**src/rtl/serial_tx_arbiter.sv**
```systemverilog
`default_nettype none
// ============================================================================
//  Module   : serial_tx_arbiter
//  Purpose  : Frame-locked round-robin arbiter sharing one 8N1 transmitter.
//  Revision : 1.0
// ============================================================================
module serial_tx_arbiter #(
    parameter int NumPorts = 4,
    parameter int PortIdxW = $clog2(NumPorts)
) (
    input  logic                  iClock,
    input  logic                  iResetN,
    input  logic [NumPorts-1:0]   iReqValid,
    input  logic [8*NumPorts-1:0] iReqData,
    input  logic [NumPorts-1:0]   iReqLast,
    output logic [NumPorts-1:0]   oReqAck,
    output logic [7:0]            oTxData,
    output logic                  oTxSend,
    input  logic                  iTxReady,
    output logic                  oBusy,
    output logic [PortIdxW-1:0]   oOwner
);

    typedef enum logic [1:0] {
        sIdle  = 2'd0,
        sSend  = 2'd1,
        sGuard = 2'd2
    } state_t;

    state_t                r_state,    w_state;
    logic [PortIdxW-1:0]   r_owner,    w_owner;
    logic [PortIdxW-1:0]   r_ptr,      w_ptr;
    logic                  r_busy,     w_busy;
    logic                  r_lastSeen, w_lastSeen;
    logic [7:0]            r_txData,   w_txData;
    logic                  r_txSend,   w_txSend;
    logic [NumPorts-1:0]   r_ack,      w_ack;

    logic                  w_found;
    logic [PortIdxW-1:0]   w_sel;
    logic [PortIdxW-1:0]   w_cand;
    logic                  w_candOk;

    function automatic logic [PortIdxW-1:0] wrapIdx(input int unsigned v);
        if (v >= int'(NumPorts))
            return PortIdxW'(v - int'(NumPorts));
        return PortIdxW'(v);
    endfunction

    // First valid port at or after the pointer, wrapping around.
    always_comb begin
        w_found = 1'b0;
        w_sel   = '0;
        for (int i = 0; i < NumPorts; i++) begin
            if (!w_found && iReqValid[wrapIdx(int'(r_ptr) + i)]) begin
                w_found = 1'b1;
                w_sel   = wrapIdx(int'(r_ptr) + i);
            end
        end
    end

    // A fresh grant may send in the same cycle it locks.
    assign w_cand   = r_busy ? r_owner : w_sel;
    assign w_candOk = r_busy ? iReqValid[r_owner] : w_found;

    always_comb begin
        w_state    = r_state;
        w_owner    = r_owner;
        w_ptr      = r_ptr;
        w_busy     = r_busy;
        w_lastSeen = r_lastSeen;
        w_txData   = r_txData;
        w_txSend   = 1'b0;
        w_ack      = '0;
        case (r_state)
            sIdle: begin
                if (!r_busy && w_found) begin
                    w_owner = w_sel;
                    w_busy  = 1'b1;
                end
                if (w_candOk && iTxReady) begin
                    w_txData      = iReqData[{w_cand, 3'b000} +: 8];
                    w_txSend      = 1'b1;
                    w_ack[w_cand] = 1'b1;
                    w_lastSeen    = iReqLast[w_cand];
                    w_state       = sSend;
                end
            end
            sSend: begin
                if (r_lastSeen) begin
                    w_busy = 1'b0;
                    w_ptr  = wrapIdx(int'(r_owner) + 1);
                end
                w_state = sGuard;
            end
            sGuard: begin
                // Gives the transmitter a cycle to drop ready before re-sampling it.
                w_state = sIdle;
            end
            default: w_state = sIdle;
        endcase
    end

    always_ff @(posedge iClock or negedge iResetN) begin
        if (!iResetN) begin
            r_state    <= sIdle;
            r_owner    <= '0;
            r_ptr      <= '0;
            r_busy     <= 1'b0;
            r_lastSeen <= 1'b0;
            r_txData   <= '0;
            r_txSend   <= 1'b0;
            r_ack      <= '0;
        end else begin
            r_state    <= w_state;
            r_owner    <= w_owner;
            r_ptr      <= w_ptr;
            r_busy     <= w_busy;
            r_lastSeen <= w_lastSeen;
            r_txData   <= w_txData;
            r_txSend   <= w_txSend;
            r_ack      <= w_ack;
        end
    end

    assign oReqAck = r_ack;
    assign oTxData = r_txData;
    assign oTxSend = r_txSend;
    assign oBusy   = r_busy;
    assign oOwner  = r_owner;

endmodule
`default_nettype wire

```
**config.mk**
```make
export PLATFORM = sky130hd
export DESIGN_NAME = serial_tx_arbiter
export DESIGN_NICKNAME = d
export VERILOG_FILES = /design/src/rtl/serial_tx_arbiter.sv
export SDC_FILE = /design/constraint.sdc
export NUM_CORES = 1
export LEC_CHECK = 0
export BUFFER_PORTS_ARGS = -buffer_cell sky130_fd_sc_hd__buf_2
export CORE_MARGIN = 4
export CORE_UTILIZATION = 25
export DETAILED_ROUTE_END_ITERATION = 10
export PLACE_DENSITY = 0.56
export SKIP_CTS_REPAIR_TIMING = 1
export SLEW_MARGIN = 20
export SYNTH_ARGS = -nofsm -noshare
export SYNTH_HDL_FRONTEND = slang
export SYNTH_SLANG_ARGS = --single-unit
```
**constraint.sdc**
```tcl
create_clock -name iClock -period 2 [get_ports iClock]
set_clock_uncertainty 0.1 [all_clocks]
set_input_delay 0.2 -clock iClock [delete_from_list [all_inputs] [get_ports iClock]]
set_output_delay 0.2 -clock iClock [all_outputs]
set_load 0.02 [all_outputs]
```
==> results.md <==
- Post-synthesis simple-gate area fraction: 0.1630
- Initial DRC Count: 71
- Fraction of layout cells with a size suffix above 1: 0.4233
- Cell count after placement: 251
- Wirelength per Cell: 13.85 µm
- Met3 GRT Util: 0.02721
- Vias in the first global route: 1288
- Io pins: 59
- TritonCTS clock tree: yes
- Cell family with most CP delay: compound AO/OA/AOI/OAI gates
- #FFs+latches synth: 21
- Crit-path max cell delay: 430 ps
- Status: complete, no violations
- Setup TNS: 0 ps
- # port buffers: 58
- Critical path, cell by cell: mux2i_2, a211oi_2, a32oi_4, buf_12, mux2i_1, a222oi_1
- Fmax achieved: 519.9 MHz
- Total congestion overflow: 0
- CTS root buf: clkbuf_8
- First-pass GRT wire length: 5989 µm
- Die H: 79.17 µm
- Data required, critical path: 2040 ps
- Drc violations: 0
- Cells after Synth: 126
- Post-route ant nets: 0
- CP Class: reg -> reg
- Maximum clock path buffer count: 2
- Final Non-Filler Cells: 256
- Row count: 25
- Largest family of logic cells by synthesized area: compound AO/OA/AOI/OAI gates
- Slew @ Worst Pin: 513.0 ps
- Hold Crit Class: in -> reg
- Overall power: 2516 µW
- Vias/cell: 4.828
- WL final: 3546 µm
- Initial antenna violation count: 0
- Final setup fails: 0
- Final Critical Period: 1924 ps
- Final hold slack: 197.2 ps
- Adder-cell area share of the yosys netlist: 0
- Fin. Hold Viols: 0
- Pre-antenna DRT Iters: 6
- Mean post-synth cell area: 10.05 µm²
- Worst-skew pair later-pin latency: 260 ps
- Clk slew on worst S/H paths: 80 ps
- Final Slew Violations: 0
- YS warnings: 0
- Max Cap Viol: 0
- Die width: 79.17 µm
- Syn nets: 169
- Vias: 1236
- Slew Limit Headroom: 0.6548
- GRT busiest layer: met2
- Pin count of the biggest net entering global routing: 22
- Number of library cell types mapped by synthesis: 31
- Pwr per Cell Area: 1445 nW/µm²
- Sequential fraction of the synthesis area: 0.4150
- Final period utilization: 0.9618
- Routability cong.: 0.7505
- XOR/XNOR Fraction of Synth Area: 0.006917
- HPWL Detailed: 2663 µm
- RSZ-0062 raised after global routing: yes
- Core area: 4817 µm²
- Syn Std Cell Area: 1266 µm²
- Worst setup EP type: flop
- TritonCTS Buffers: 3
- Synth Area in Compound Gates: 0.2312
- Buf/Inv on CP: 1
- # clock sinks: 21
- GRT Total Usage: 0.1201
- Mux contribution to synthesized area: 0.1047
- M1 GR Usage: 0.1669
- Area Growth Syn to Fin: 37.55%
- CP Max Fanout: 18
- Net count, final: 233
- Met2 GRT Util: 0.1852
- Antenna diodes: 0
- Starting Density: 0.2629
- H-tree depth: 1
- Worst vdd ir: 0.6556 mV
- Slowest CP cell: dfrtp_1
- CP startpoint kind: flop
- Pleak: 0.0009123 µW
- DIE AREA: 6267 µm²
- Arrival time at the worst endpoint: 1970 ps
-- cell families (layout without fill, tap and decap cells) --
group | count (synthesis) | in the layout
AO/OA/AOI/OAI | 34 | 34
multiplexers | 13 | 13
flip-flops | 21 | 21
buffers and inverters | 24 | 87
AND/OR/NAND/NOR | 33 | 33
XOR/XNOR | 1 | 1
-- registers in the layout (all words and copies together) (netlist names) --
register,flops
oReqAck,4
oTxData,8
oTxSend,1
oBusy,1
r_ptr,2
r_state,2
oOwner,2
r_lastSeen,1
-- metal layers --
layer  vias up  share of wire
met1       570           0.45
met4         0         0.0042
met3         2          0.094
met2        58           0.45
met5         -              0
li1        606              -
-- cells in the final DEF, fill, tap and decap left out, drive strengths merged, types with 4 or more instances in the layout --
cell type  count
nand2          5
a221oi         9
o21ai          8
inv           15
a222oi         9
and3          10
nor2b          4
mux2i         11
buf           67
dfrtp         21
-- area by class of cell --
class / instances / area [µm²]
multi-input cells: 81 / 649.4
repair buffers: 68 / 380.4
clock buffers: 3 / 41.29
inverters: 15 / 56.30
clock inverters: 1 / 5.005
flip-flops and latches: 21 / 525.5
well taps: 67 / 83.83
fillers: 505 / 3075
-- report_power, final --
part | total (µW) | leakage (µW) | internal (µW) | switching [µW]
Combinational | 1480 | 0.000636 | 677 | 806
Clock | 279 | 0.0000255 | 139 | 140
Sequential | 754 | 0.000250 | 614 | 141
-- worst paths after layout --
path,from,to,slack (ps),depth (start not counted)
min in group asynchronous,iResetN,oReqAck[0],330,2
worst max-delay path,r_ptr[1],oTxData[2],80,6
worst min register to register,r_state[1],r_state[1],430,1
max in group asynchronous,iResetN,oReqAck[2],1130,2
worst max register to register,r_ptr[1],oTxData[2],80,6
worst min-delay path,iReqData[8],oTxData[0],200,3
-- tightest hold or removal path, delay by kind of cell --
family / cells / cell delay (ps)
AOI/OAI and AO/OA: 1 / 100
muxes: 1 / 120
buffers and inverters: 1 / 90
-- cells in the mapped netlist (all sizes together) --
| cell type | number | share of area |
|---|---|---|
| and4b | 1 | 0.0079 |
| nor2b | 4 | 0.020 |
| nand2 | 5 | 0.015 |
| inv | 15 | 0.044 |
| nand4b | 1 | 0.0069 |
| o21ai | 8 | 0.032 |
| and3 | 10 | 0.049 |
| nor4 | 2 | 0.022 |
| dfrtp | 21 | 0.42 |
| a221oi | 9 | 0.062 |
| nor3 | 1 | 0.0039 |
| and2 | 3 | 0.015 |
| o2bb2a | 1 | 0.0079 |
| a211oi | 1 | 0.0099 |
| a222oi | 9 | 0.071 |
| mux2i | 11 | 0.087 |
| buf | 3 | 0.017 |
| a21oi | 3 | 0.012 |
| a31o | 1 | 0.0069 |
| o211a | 1 | 0.0079 |
| nor3b | 1 | 0.0059 |
| nand4 | 1 | 0.0049 |
| clkbuf | 6 | 0.018 |
| mux2 | 2 | 0.018 |
| nor2 | 3 | 0.0089 |
| xor2 | 1 | 0.0069 |
| a32oi | 1 | 0.022 |
| nand3 | 1 | 0.0039 |
-- stage by stage --
stage | utilization | setup WS (ps) | cell area, µm²
after global placement | 0.3481 | 102.5 | 1677
after global routing | 0.3616 | -11.71 | 1742
final | 0.3616 | 76.45 | 1742
after CTS | 0.3577 | 29.25 | 1723
after floorplan | - | 35.32 | 1266
after detailed placement | 0.3481 | 56.88 | 1677
No activity file was read; power rests on OpenSTA's default activity.
